### src/rtl/turbo_pkg.sv
// turbo_pkg: shared widths, interleaver tables and controller state encoding for ext_update
package turbo_pkg;
  localparam int DATA_SIZE = 10;
  localparam int SYS_SIZE = 4;
  localparam int EXTEND_SIZE = 7;
  localparam int EXT_W = DATA_SIZE * EXTEND_SIZE;
  localparam int SYS_W = SYS_SIZE * EXTEND_SIZE;
  localparam int PI [EXTEND_SIZE] = '{3, 6, 2, 5, 1, 4, 0};
  localparam int INV [EXTEND_SIZE] = '{6, 4, 2, 0, 5, 3, 1};
  typedef enum logic [2:0] {IDLE, ISSUE, WAIT_LLR, COMPUTE, DONE} state_t;
endpackage

### src/rtl/ext_update_if.sv
// ext_update_if: start/sys/llr inputs and sys/ext/valid/busy/iter/bits/done outputs of ext_update
interface ext_update_if;
  import turbo_pkg::*;
  logic start_i;
  logic [SYS_W-1:0] sys_i;
  logic llr_valid_i;
  logic [EXT_W-1:0] llr_i;
  logic [SYS_W-1:0] sys_o;
  logic [EXT_W-1:0] ext_o;
  logic ext_valid_o;
  logic busy_o;
  logic [3:0] iter_o;
  logic [EXTEND_SIZE-1:0] bits_o;
  logic done_o;
  modport slave (input start_i, sys_i, llr_valid_i, llr_i,
                 output sys_o, ext_o, ext_valid_o, busy_o, iter_o, bits_o, done_o);
  modport master (output start_i, sys_i, llr_valid_i, llr_i,
                  input sys_o, ext_o, ext_valid_o, busy_o, iter_o, bits_o, done_o);
endinterface

### src/rtl/sat_sub3.sv
// sat_sub3: y_o = sat(a_i - b_i - c_i), two guard bits then clamp to the signed W-bit range
module sat_sub3 #(parameter int W = 10) (
  input  logic [W-1:0] a_i,
  input  logic [W-1:0] b_i,
  input  logic [W-1:0] c_i,
  output logic [W-1:0] y_o
);
  logic [W+1:0] d;
  assign d = {{2{a_i[W-1]}}, a_i} - {{2{b_i[W-1]}}, b_i} - {{2{c_i[W-1]}}, c_i};
  assign y_o = (&d[W+1:W-1] | ~|d[W+1:W-1]) ? d[W-1:0] : {d[W+1], {(W-1){~d[W+1]}}};
endmodule

### src/rtl/ext_update.sv
// ext_update: turbo extrinsic-update controller; clk_i/reset_i plus ext_update_if slave bus (start/sys/llr in, sys/ext/valid/busy/iter/bits/done out)
module ext_update import turbo_pkg::*; #(
  parameter int MAX_ITER = 8
) (
  input logic clk_i,
  input logic reset_i,
  ext_update_if.slave bus
);
  state_t state_q, state_d;
  logic [SYS_W-1:0] sys_lat_q, sys_o_q, sys_perm;
  logic [EXT_W-1:0] ext_q, llr_q, e_w, ext_d;
  logic [EXTEND_SIZE-1:0] bits_q, bits_d;
  logic [4:0] h_q, h_inc;
  logic [3:0] iter_q;
  logic last;
  assign h_inc = h_q + 5'd1;
  assign last = h_inc == 5'(2 * MAX_ITER);
  for (genvar k = 0; k < EXTEND_SIZE; k++) begin : g_el
    localparam int P = PI[k];
    localparam int V = INV[k];
    logic [SYS_SIZE-1:0] s;
    assign s = sys_o_q[SYS_W-1-SYS_SIZE*k -: SYS_SIZE];
    sat_sub3 #(.W(DATA_SIZE)) u_sub (
      .a_i(llr_q[EXT_W-1-DATA_SIZE*k -: DATA_SIZE]),
      .b_i({{(DATA_SIZE-SYS_SIZE){s[SYS_SIZE-1]}}, s}),
      .c_i(ext_q[EXT_W-1-DATA_SIZE*k -: DATA_SIZE]),
      .y_o(e_w[EXT_W-1-DATA_SIZE*k -: DATA_SIZE])
    );
    assign ext_d[EXT_W-1-DATA_SIZE*k -: DATA_SIZE] = h_q[0] ? e_w[EXT_W-1-DATA_SIZE*V -: DATA_SIZE]
                                                             : e_w[EXT_W-1-DATA_SIZE*P -: DATA_SIZE];
    assign sys_perm[SYS_W-1-SYS_SIZE*k -: SYS_SIZE] = sys_lat_q[SYS_W-1-SYS_SIZE*P -: SYS_SIZE];
    assign bits_d[EXTEND_SIZE-1-k] = $signed(llr_q[EXT_W-1-DATA_SIZE*V -: DATA_SIZE]) > 0;
  end
  always_comb begin
    state_d = state_q;
    case (state_q)
      IDLE:     state_d = bus.start_i ? ISSUE : IDLE;
      ISSUE:    state_d = WAIT_LLR;
      WAIT_LLR: state_d = bus.llr_valid_i ? COMPUTE : WAIT_LLR;
      COMPUTE:  state_d = last ? DONE : ISSUE;
      default:  state_d = IDLE;
    endcase
  end
  always_ff @(posedge clk_i) begin
    if (reset_i) begin
      state_q <= IDLE;
      sys_lat_q <= '0;
      sys_o_q <= '0;
      ext_q <= '0;
      llr_q <= '0;
      bits_q <= '0;
      h_q <= '0;
      iter_q <= '0;
    end else begin
      state_q <= state_d;
      if (state_q == IDLE && bus.start_i) begin
        sys_lat_q <= bus.sys_i;
        sys_o_q <= bus.sys_i;
        ext_q <= '0;
        h_q <= '0;
        iter_q <= '0;
        bits_q <= '0;
      end
      if (state_q == WAIT_LLR && bus.llr_valid_i) llr_q <= bus.llr_i;
      if (state_q == COMPUTE) begin
        ext_q <= ext_d;
        h_q <= h_inc;
        iter_q <= h_inc[4:1];
        sys_o_q <= h_inc[0] ? sys_perm : sys_lat_q;
        if (last) bits_q <= bits_d;
      end
    end
  end
  assign bus.sys_o = sys_o_q;
  assign bus.ext_o = ext_q;
  assign bus.ext_valid_o = state_q == ISSUE;
  assign bus.busy_o = state_q != IDLE;
  assign bus.done_o = state_q == DONE;
  assign bus.iter_o = iter_q;
  assign bus.bits_o = bits_q;
endmodule

### src/flat_wrapper.sv
// flat-port wrapper written by rule: the top's interface ports become plain ports
module ext_update_flat import turbo_pkg::*;
#(
  parameter int MAX_ITER = 8
)
  (clk_i, reset_i, bus_start_i, bus_sys_i, bus_llr_valid_i, bus_llr_i, bus_sys_o, bus_ext_o, bus_ext_valid_o, bus_busy_o, bus_iter_o, bus_bits_o, bus_done_o);
  ext_update_if bus_i ();
  input logic clk_i;
  input logic reset_i;
  input wire logic [$bits(bus_i.start_i)-1:0] bus_start_i;
  input wire logic [$bits(bus_i.sys_i)-1:0] bus_sys_i;
  input wire logic [$bits(bus_i.llr_valid_i)-1:0] bus_llr_valid_i;
  input wire logic [$bits(bus_i.llr_i)-1:0] bus_llr_i;
  output wire logic [$bits(bus_i.sys_o)-1:0] bus_sys_o;
  output wire logic [$bits(bus_i.ext_o)-1:0] bus_ext_o;
  output wire logic [$bits(bus_i.ext_valid_o)-1:0] bus_ext_valid_o;
  output wire logic [$bits(bus_i.busy_o)-1:0] bus_busy_o;
  output wire logic [$bits(bus_i.iter_o)-1:0] bus_iter_o;
  output wire logic [$bits(bus_i.bits_o)-1:0] bus_bits_o;
  output wire logic [$bits(bus_i.done_o)-1:0] bus_done_o;
  assign bus_i.start_i = bus_start_i;
  assign bus_i.sys_i = bus_sys_i;
  assign bus_i.llr_valid_i = bus_llr_valid_i;
  assign bus_i.llr_i = bus_llr_i;
  assign bus_sys_o = bus_i.sys_o;
  assign bus_ext_o = bus_i.ext_o;
  assign bus_ext_valid_o = bus_i.ext_valid_o;
  assign bus_busy_o = bus_i.busy_o;
  assign bus_iter_o = bus_i.iter_o;
  assign bus_bits_o = bus_i.bits_o;
  assign bus_done_o = bus_i.done_o;
  ext_update #(.MAX_ITER(MAX_ITER)) u_core (.clk_i(clk_i), .reset_i(reset_i), .bus(bus_i));
endmodule
### config.mk
export PLATFORM = sky130hd
export DESIGN_NAME = ext_update_flat
export DESIGN_NICKNAME = d
export VERILOG_FILES = /design/src/rtl/turbo_pkg.sv /design/src/rtl/ext_update_if.sv /design/src/rtl/sat_sub3.sv /design/src/rtl/ext_update.sv /design/src/flat_wrapper.sv
export SDC_FILE = /design/constraint.sdc
export NUM_CORES = 1
export LEC_CHECK = 0
export BUFFER_PORTS_ARGS = -buffer_cell sky130_fd_sc_hd__buf_2
export CORE_UTILIZATION = 30
export DETAILED_ROUTE_END_ITERATION = 12
export PLACE_DENSITY = 0.43
export SLEW_MARGIN = 20
export SYNTH_ARGS = -nofsm -noshare
export SYNTH_HDL_FRONTEND = slang
export SYNTH_HIERARCHICAL = 1
export SYNTH_SLANG_ARGS = --single-unit
### constraint.sdc
create_clock -name clk_i -period 8 [get_ports clk_i]
set_clock_uncertainty 0.1 [all_clocks]
set_input_delay 0.8 -clock clk_i [delete_from_list [all_inputs] [get_ports clk_i]]
set_output_delay 0.8 -clock clk_i [all_outputs]
set_load 0.02 [all_outputs]
== Yosys cells after proc, flatten, opt, wreduce, memory -nomap -nowiden ==
Cells that the tools add are included.
Cells by class
  muxes and demuxes: 29
  reduce and logical (&&, ||, !) cells: 26
  bitwise operators: 14
  eq/ne operators: 5
  order comparisons: 7
  multipliers: 0
  divide/modulo/power cells: 0
  add/subtract/negate cells: 15
  shifts and indexed selects: 0
Operators by type and width (number)
  70-bit two-way mux: 2
  10-bit two-way mux: 13
  28-bit two-way mux: 3
  12-bit subtractor: 7
  10-bit by 4-bit subtractor with 11-bit output: 7
  10-bit by 1-bit greater-than comparator with 1-bit output (second input constant): 7
  7-bit two-way mux: 3
  3-bit AND reduction: 7
  3-bit OR reduction: 7
  3-bit case mux with 4 select lines: 1
  5-bit two-way mux: 2
  4-bit two-way mux: 2
  1-bit logical NOT: 7
  1-bit inverter: 7
  1-bit OR: 7
  3-bit by 2-bit equality test with 1-bit output (second input constant): 2
  5-bit by 1-bit adder with 5-bit output (second input constant): 1
  5-bit equality test (second input constant): 1
  3-bit by 1-bit equality test with 1-bit output (second input constant): 1
  3-bit equality test (second input constant): 1
  3-bit logical NOT: 1
  3-bit two-way mux: 1
  3-bit nonzero test: 1
  1-bit logical AND: 2
  other kinds (2): 3
Word-level totals
  output and inout port bits: 112
  ROM bits: 0
  bits in latches: 0
  bits in writable memories: 0
  memories: 0
  bits in registers: 215
  logic and storage cells: 104

== Logic depth before layout (Yosys ltp) ==
Gate-level depths: netlist (run 1).
  depth after elaboration: 8
  depth in mapped cells: 15

== Cells and area by module ==
The synthesis (run 1) kept the hierarchy.
Modules (own cells, without submodules)
  ext_update: cells an instance 1037, area each 8499.4 µm², sequential area each 4224.1 µm², times used 1
  sat_sub3 at u_core.g_el[1].u_sub ...: cells an instance 120, area each 958.4 µm², sequential area each 0.0 µm², times used 6
  sat_sub3 at u_core.g_el[0].u_sub: cells an instance 131, area each 1037.2 µm², sequential area each 0.0 µm², times used 1

== Least setup slack after synthesis (run 1) ==
No wires, ideal clock.
  kind: reg-to-reg
  start: register u_core.sys_o_q[27], in the netlist u_core/bus.sys_o[27]
  end: register u_core.ext_q[31], in the netlist u_core/bus.ext_o[31]
  data required time: 7.772 ns
  path slack: 4.626 ns
  data arrival time: 3.146 ns
  stages on the path, launching flop included: 15
  cell sequence: dfxtp_1 inv_1 fa_1 ha_1 buf_6 a21o_1 a31o_1 nor3_1 nor2_1 o32ai_4 o21ai_2 mux2i_1 nor2_1 a21oi_1 nor2_1
Between the ends
  longest elaborated chain between the ends: 8
Ends and longest elaborated chain
  start, declared: line ext_update.sv:10  | logic [SYS_W-1:0] sys_lat_q, sys_o_q, sys_perm;
  start signal, assigned: line ext_update.sv:58  | sys_o_q <= bus.sys_i;
  start signal, assigned: line ext_update.sv:69  | sys_o_q <= h_inc[0] ? sys_perm : sys_lat_q;
  10-bit by 4-bit subtractor with 11-bit output (*): line sat_sub3.sv:9  | assign d = {{2{a_i[W-1]}}, a_i} - {{2{b_i[W-1]}}, b_i} - {{2{c_i[W-1]}}, c_i};
  12-bit subtractor (*): line sat_sub3.sv:9
  3-bit OR reduction: line sat_sub3.sv:10  | assign y_o = (&d[W+1:W-1] | ~|d[W+1:W-1]) ? d[W-1:0] : {d[W+1], {(W-1){~d[W+1]}}};
  1-bit logical NOT: line sat_sub3.sv:10
  1-bit OR: line sat_sub3.sv:10
  10-bit two-way mux (*): line sat_sub3.sv:10
  via u_core.e_w[61]: line ext_update.sv:11  | logic [EXT_W-1:0] ext_q, llr_q, e_w, ext_d;
  10-bit two-way mux (*): line ext_update.sv:29  | assign ext_d[EXT_W-1-DATA_SIZE*k -: DATA_SIZE] = h_q[0] ? e_w[EXT_W-1-DATA_SIZE*V -: DATA_SIZE]
  70-bit two-way mux (*): line ext_update.sv:65  | if (state_q == COMPUTE) begin
  end signal, assigned: line ext_update.sv:66  | ext_q <= ext_d;
  end, declared: line ext_update.sv:11
The timed path passes the listed nets; every way through them passes the cells marked *.
A chain may end at the register's enable or synchronous reset.

== Worst setup path in the final report (run 1) ==
  start: register u_core.sys_o_q[27], in the netlist u_core/bus.sys_o[27]
  end: register u_core.ext_q[35], in the netlist u_core/bus.ext_o[35]
The elaborated chain is that of the path after synthesis.

==> results of run 1 <==
[layout by cell type, fill, tap and decap left out, types with 7 or more instances in the layout]
cell type | synthesis | routed
nand2_1 | 266 | 266
a21oi_1 | 250 | 250
nor2_1 | 219 | 219
buf_2 | 30 | 212
dfxtp_1 | 211 | 210
inv_1 | 181 | 181
ha_1 | 92 | 92
fa_1 | 70 | 70
mux2i_1 | 60 | 60
xnor2_1 | 40 | 40
a211oi_1 | 34 | 34
nor2b_1 | 33 | 33
a21oi_2 | 32 | 32
o21ai_0 | 31 | 31
clkbuf_16 | 0 | 28
xor2_1 | 28 | 28
a311oi_1 | 25 | 25
a21o_1 | 19 | 19
nor3_1 | 16 | 16
nand3_1 | 15 | 14
a31oi_1 | 13 | 13
a211oi_2 | 13 | 13
a22oi_1 | 12 | 12
nor3_2 | 12 | 12
o21bai_1 | 12 | 12
buf_4 | 7 | 11
nand2b_1 | 9 | 9
clkbuf_8 | 0 | 8
or3_1 | 8 | 8
nor4_1 | 8 | 8
a22o_1 | 7 | 7
o211ai_1 | 7 | 7
o21ai_2 | 7 | 7
[worst min-delay path, cell delays in order]
cell     delay, ns
buf_2         0.09
nand2_1       0.05
a21oi_1       0.05
[cell type report]
| type | count | area, µm² | area share |
|---|---|---|---|
| Clock buffer | 41 | 830 | 0.0464 |
| Timing Repair Buffer | 225 | 1180 | 0.0661 |
| Inverter | 187 | 702 | 0.0392 |
| Sequential cell | 211 | 4230 | 0.236 |
| Clock inverter | 11 | 178 | 0.00993 |
| Multi-Input combinational cell | 1399 | 9930 | 0.555 |
| Tap cell | 672 | 841 | 0.0470 |
| Antenna cell | 1 | 2.50 | 0.000140 |
[layer usage]
layer / vias up / wire length [µm] / global-route usage
met4: 6 / 1160 / 0.0511
met3: 65 / 2900 / 0.0330
met2: 322 / 25600 / 0.345
met1: 6671 / 24800 / 0.274
li1: 6736 / - / -
met5: - / 34 / 0
[registers in the layout, indices dropped and copies added, names as in the netlist]
| name | flops |
|---|---|
| u_core/llr_q | 70 |
| u_core/bus.ext_o | 70 |
| u_core/sys_lat_q | 28 |
| u_core/bus.bits_o | 7 |
| u_core/h_q | 5 |
| u_core/state_q | 3 |
| u_core/bus.sys_o | 28 |
[metrics by stage]
stage               hold slack, ns  utilization  cells
finish                       0.353        0.357   2747
global route                 0.337        0.357   2746
CTS                          0.328        0.356   2745
detailed placement           0.348        0.336   2693
global placement             0.343        0.336   2693
floorplan                    0.337            -   1888
[cells by family after synthesis]
kind of cell    count (synthesis)  share of synthesized area
fa+ha+maj                     162                      0.167
xor+xnor                       68                     0.0390
buf+inv                       278                     0.0746
mux                            60                     0.0393
compound gates                509                      0.234
simple gates                  600                      0.170
flops                         211                      0.276
[how the worst min path moves through the flow]
stage	from	end	depth (start not counted)
after global routing	bus_llr_i[36]	u_core/llr_q[36]	3
after global placement	u_core/sys_lat_q[19]	u_core/sys_lat_q[19]	2
final	bus_llr_i[25]	u_core/llr_q[25]	3
after detailed placement	u_core/sys_lat_q[18]	u_core/sys_lat_q[18]	2
after CTS	bus_llr_i[48]	u_core/llr_q[48]	3
after floorplan	u_core/sys_lat_q[16]	u_core/sys_lat_q[16]	2
[power by group through the flow]
stage	Sequential (W)	Clock, W	Combinational (W)
2_1_floorplan	0.00123	0	0.00262
3_3_place_gp	0.00124	0	0.00364
3_5_place_dp	0.00124	0	0.00363
4_1_cts	0.00122	0.00141	0.00365
5_1_grt	0.00123	0.00145	0.00398
6_report	0.00122	0.00137	0.00366
==> results.rst, run 1 <==
.. list-table::
   :header-rows: 1

   * - Metric
     - Value
   * - Layout cell share with drive strength beyond 1
     - 0.178
   * - Net switching power
     - 0.00299 W
   * - Core Region
     - 0.0502 mm²
   * - Status
     - finished, final reports clean
   * - Net count of the finished layout
     - 2316
   * - Clock tree root driver cell
     - clkbuf_16
   * - Capture point of the worst path
     - u_core/bus.ext_o[35]
   * - Startpoint class of the critical path
     - flop
   * - Worst slew pin tran
     - 0.988 ns
   * - Data arrival time of the critical path
     - 4.51 ns
   * - Max Transition Viols Final
     - 0
   * - Capture instance of the worst register-to-register path
     - u_core/bus.ext_o[35]
   * - Average size of a mapped cell
     - 8.10 µm²
   * - Post-synth cell types
     - 64
   * - CP Cell Sequence
     - inv_1, fa_1, ha_1, a21o_1, a31o_1, or3_2, a21oi_1, o32a_1, a21oi_2, mux2i_1, nor2_1, a21oi_1, nor2_1
   * - Setup violation total in the final timing report
     - 0
   * - Post-DP Area
     - 0.0169 mm²
   * - WP data required
     - 8.35 ns
   * - Worst-case clock buffer depth
     - 3
   * - Final std cell area, no fill
     - 0.0179 mm²
   * - Sequential group share of total power
     - 0.195
   * - Clock period minus worst slack
     - 4.16 ns
   * - Worst IR drop on VDD
     - 0.184 mV
   * - Overall die height
     - 228 µm
   * - Antenna violations before repair
     - 3
   * - Starting density of the core
     - 0.305
   * - Max Clock Freq
     - 241 MHz
   * - TritonRoute pass-1 iters
     - 5
   * - Fraction of synthesis flops using an asynchronous set or reset pin
     - 0
   * - Gr ovfl total
     - 0
   * - Net count after synthesis
     - 2152
   * - Die Span X
     - 228 µm
   * - P_int
     - 0.00326 W
   * - Summed negative setup slack over all endpoints
     - 0 ns
   * - Critical path type
     - reg -> reg
   * - Total global routing track utilization
     - 0.206
   * - Switching part of the total
     - 0.478
   * - Synth area leaders
     - dfxtp_1 28%, fa_1 9.2%, a21oi_1 8.2%
   * - Sequential cell area fraction in the yosys report
     - 0.276
   * - Number of buffers inserted by hold repair at cts
     - 0
   * - Worst setup slack after placement
     - 3.80 ns
   * - Detailed-placement wirelength estimate
     - 42.3 mm
   * - Area overhead of the layout relative to synthesis
     - 17.1%
   * - Largest net degree at the start of global routing
     - 111
   * - Post-synth EDFFs
     - 0
   * - Filler cell count in the final layout
     - 5384
   * - Pwr Total
     - 0.00625 W
   * - Number of cell instances on the worst register-to-register path
     - 13
   * - Crit path max-delay cell type
     - dfxtp_1
   * - # rows
     - 82
   * - TritonCTS clock tree
     - done
   * - Sort of element at the end of the critical path
     - flop
   * - Number of maximum-capacitance constraint violations
     - 0
   * - Startpoint of the most critical register-to-register path
     - u_core/bus.sys_o[27]
   * - Syn Inst Count
     - 1888
   * - Total count of hold-check failures in the final report
     - 0
   * - Synth top cells by count
     - 266 x nand2_1, 250 x a21oi_1, 219 x nor2_1, 211 x dfxtp_1, 181 x inv_1
   * - Most area-hungry cell type in the Yosys netlist
     - dfxtp_1
   * - Critical Path Max Stage Delay
     - 0.56 ns
   * - Fraction of post-synthesis cell area in the top cell type by area
     - 0.276
   * - Count of cell instances traversed by the critical path
     - 13
   * - CTS sink cnt
     - 211
   * - Worst-case register-to-register setup slack
     - 3.84 ns
   * - Yosys warning count
     - 6
   * - Crit path buf inv count
     - 1
   * - Post-detailed-route via-to-cell ratio
     - 5.02
   * - Launching instance or port of the critical path
     - u_core/bus.sys_o[27]
   * - Worst-path maximum fanout
     - 9
   * - Setup ws final
     - 3.84 ns
   * - Final worst path period share
     - 0.520
   * - Power share of the clock group
     - 0.219
   * - Number of ports placed on the die boundary
     - 214
   * - Static leakage
     - 7.07 nW
   * - Most common flop cell mapped by yosys
     - dfxtp_1
   * - Starting DRC count in detailed routing
     - 924
   * - Total of buffers placed on input and output ports
     - 213
   * - Detailed-route via count
     - 13800
   * - Number of register bits inferred by synthesis
     - 211
   * - Number of buffers inserted to repair setup after CTS
     - 0
   * - WL/cell
     - 19.8 µm
   * - CTS clock-pin slew for the worst setup and hold paths
     - 0.06 ns
   * - Combinational group share of total power
     - 0.586
   * - Wirelength, routed
     - 54.5 mm
   * - Full die area
     - 0.0519 mm²
   * - Cell with the most instances after synthesis
     - nand2_1
   * - Clock Latency Late Sink
     - 0.58 ns
   * - Wire length of the first global-routing pass
     - 82.7 mm
   * - Mapped cell area
     - 0.0153 mm²
   * - Post-cts repair resize count
     - 0
   * - Min-Delay Path Class
     - in -> reg
   * - Largest delay share family, worst path
     - compound AO/OA/AOI/OAI gates
   * - Number of buffers added by the clock tree synthesis step
     - 28
   * - RSZ-0062 raised after global routing
     - false
   * - Antenna-violating nets left
     - 0
   * - Relative slew slack
     - 0.342
   * - GPL Wtd Cong
     - 0.860
   * - Number of global-route vias before repair
     - 13702
   * - Final routed DRC violation total
     - 0
   * - Pwr per Cell Area
     - 349 mW/mm²
   * - H-tree lvl count
     - 1
Note: power is estimated with default switching activity, not from simulation.
==> run 2: changes to the inputs <==
==> constraint.sdc (replaced) <==
create_clock -name clk_i -period 3.85 [get_ports clk_i]
set_clock_uncertainty 0.1 [all_clocks]
set_input_delay 0.385 -clock clk_i [delete_from_list [all_inputs] [get_ports clk_i]]
set_output_delay 0.385 -clock clk_i [all_outputs]
set_load 0.02 [all_outputs]
==> results.rst, run 2 (same netlist as run 1, synthesis figures left out) <==
.. list-table::
   :header-rows: 1

   * - Metric
     - Value
   * - WP data required
     - 4.24 ns
   * - Number of ports placed on the die boundary
     - 214
   * - Number of buffers added by the clock tree synthesis step
     - 28
   * - Starting density of the core
     - 0.305
   * - Source of the worst hold timing path
     - bus_sys_i[27]
   * - Setup violation total in the final timing report
     - 0
   * - Power share of the clock group
     - 0.193
   * - Startpoint of the most critical register-to-register path
     - u_core/bus.sys_o[7]
   * - Full die area
     - 0.0519 mm²
   * - WL/cell
     - 19.9 µm
   * - Antenna violations before repair
     - 2
   * - Final core area utilization
     - 0.392
   * - Switching part of the total
     - 0.474
   * - Capture instance of the worst register-to-register path
     - u_core/bus.ext_o[25]
   * - Max Transition Viols Final
     - 0
   * - Commonest non-fill, non-tap cell in the layout
     - nand2_1
   * - Wire length of the first global-routing pass
     - 88.3 mm
   * - Worst setup slack after placement
     - -0.146 ns
   * - Largest net degree at the start of global routing
     - 103
   * - Total count of hold-check failures in the final report
     - 0
   * - GPL Wtd Cong
     - 0.894
   * - Net count of the finished layout
     - 2510
   * - Worst-case register-to-register setup slack
     - 0.13 ns
   * - Number of cell instances on the worst register-to-register path
     - 15
   * - Layout cell share with drive strength beyond 1
     - 0.214
   * - Number of global-route vias before repair
     - 14437
   * - Pwr per Cell Area
     - 706 mW/mm²
   * - Clock Latency Late Sink
     - 0.60 ns
   * - Detailed-placement wirelength estimate
     - 46.3 mm
   * - Clock period minus worst slack
     - 3.72 ns
   * - Starting DRC count in detailed routing
     - 763
   * - WHS Endpoint
     - u_core/sys_lat_q[27]
   * - Antenna-violating nets left
     - 0
   * - Area overhead of the layout relative to synthesis
     - 28.5%
   * - TritonCTS clock tree
     - done
   * - Overall die height
     - 228 µm
   * - Final routed DRC violation total
     - 0
   * - Number of maximum-capacitance constraint violations
     - 0
   * - Die Span X
     - 228 µm
   * - Post-detailed-route via-to-cell ratio
     - 4.92
   * - Max Clock Freq
     - 269 MHz
   * - # rows
     - 82
   * - Total of buffers placed on input and output ports
     - 213
   * - Pwr Total
     - 0.0139 W
   * - CTS sink cnt
     - 211
   * - CTS clock-pin slew for the worst setup and hold paths
     - 0.06 ns
   * - Cell depth of the worst min-delay path
     - 3
   * - Sort of element at the end of the critical path
     - flop
   * - Number of instances in the placed design
     - 2792
   * - Sequential group share of total power
     - 0.180
   * - Core Region
     - 0.0502 mm²
   * - TritonRoute pass-1 iters
     - 5
   * - Non-filler cells, final
     - 2940
   * - Final worst path period share
     - 0.966
   * - P_int
     - 0.00730 W
   * - Setup ws final
     - 0.132 ns
   * - Worst slew pin tran
     - 0.872 ns
   * - Worst-case clock buffer depth
     - 3
   * - Min-Delay Path Class
     - in -> reg
   * - Summed negative setup slack over all endpoints
     - 0 ns
   * - Static leakage
     - 8.01 nW
   * - Detailed-route via count
     - 14479
   * - Gr ovfl total
     - 0
   * - Data arrival time of the critical path
     - 4.11 ns
   * - Relative slew slack
     - 0.415
   * - Clock tree root driver cell
     - clkbuf_16
   * - RSZ-0062 raised after global routing
     - true
   * - Critical path type
     - reg -> reg
   * - Worst IR drop on VDD
     - 0.410 mV
   * - H-tree lvl count
     - 1
   * - Total global routing track utilization
     - 0.221
   * - Startpoint class of the critical path
     - flop
   * - Status
     - finished, final reports clean
   * - Net switching power
     - 0.00657 W
   * - Combinational group share of total power
     - 0.627
   * - Worst-path maximum fanout
     - 7
   * - Most used cells in the layout excluding fill and tap cells
     - 266 x nand2_1, 246 x a21oi_1, 219 x nor2_1
   * - Wirelength, routed
     - 58.6 mm
-- run 2: cell count changes in the layout (fill, tap and decap cells not counted), moves of 2 or more --
cell	delta
a21oi_2	+2
clkinv_2	+4
dlygate4sd3_1	+91
clkbuf_1	-2
buf_4	+98
clkinvlp_4	-3
bufinv_16	-3
buf_12	+6
dfxtp_1	-4
dfxtp_2	+3
a21oi_1	-4
a21oi_4	+2
-- run 2: cell type report --
cell class | instances | area, µm²
multi-input cells | 1399 | 9990
well taps | 672 | 841
clock inverters | 11 | 119
diodes | 1 | 2.50
flip-flops and latches | 211 | 4240
clock buffers | 40 | 836
repair buffers | 419 | 2920
inverters | 187 | 702
fillers | 5270 | 30500
-- run 2: critical path: stages, from the launching register on --
cell	delay [ns]
dfxtp_2	0.40
buf_4	0.20
inv_1	0.07
fa_1	0.49
ha_1	0.32
buf_4	0.15
inv_2	0.06
or3_1	0.40
o22ai_4	0.20
o311ai_4	0.17
buf_4	0.20
a21oi_2	0.29
mux2i_1	0.15
nor2_1	0.27
a21oi_1	0.08
nor2_1	0.09
-- run 2: routing by layer --
metal  GRT usage  part of all wire  vias to the layer above
li1            -                 -                     7133
met1       0.298              0.47                     6979
met2       0.371              0.47                      303
met3      0.0279             0.038                       64
met4      0.0560             0.025                        0
met5           0                 0                        -
-- run 2: what timing repair did --
| item | in CTS | in global routing |
|---|---|---|
| endpoints found under the setup margin | 12 | 35 |
| setup buffers | 0 | 5 |
| resized for setup | 3 | 14 |
| hold endpoints to repair | 106 | 0 |
| pin swaps | 0 | 4 |
| hold buffers | 91 | 0 |
-- run 2: worst max path at each step --
stage / slack [ns] / start / cells after the start / endpoint
6_report: 0.13 / u_core/bus.sys_o[7] / 15 / u_core/bus.ext_o[25]
2_1_floorplan: 0.48 / u_core/bus.sys_o[27] / 14 / u_core/bus.ext_o[31]
5_1_grt: -0.001 / u_core/bus.ext_o[14] / 13 / u_core/bus.ext_o[23]
3_3_place_gp: -0.09 / u_core/bus.sys_o[3] / 13 / u_core/bus.ext_o[66]
4_1_cts: 0.01 / u_core/bus.sys_o[3] / 13 / u_core/bus.ext_o[64]
3_5_place_dp: -0.15 / u_core/bus.sys_o[3] / 13 / u_core/bus.ext_o[66]
-- run 2: power groups by stage --
stage | registers (W) | clock network [W] | logic [W]
after global routing | 0.00251 | 0.00284 | 0.00935
after CTS | 0.00249 | 0.00276 | 0.00843
after global placement | 0.00254 | 0 | 0.00831
final | 0.00249 | 0.00268 | 0.00870
after detailed placement | 0.00254 | 0 | 0.00829
after floorplan | 0.00256 | 0 | 0.00545
-- run 2: metrics by stage --
| step | instance area (µm²) | hold WS (ns) |
|---|---|---|
| 2_1_floorplan | 15300 | 0.337 |
| 3_3_place_gp | 17700 | 0.342 |
| 3_5_place_dp | 17700 | 0.348 |
| 4_1_cts | 19500 | 0.0137 |
| 5_1_grt | 19600 | 0.0113 |
| 6_report | 19600 | 0.0327 |
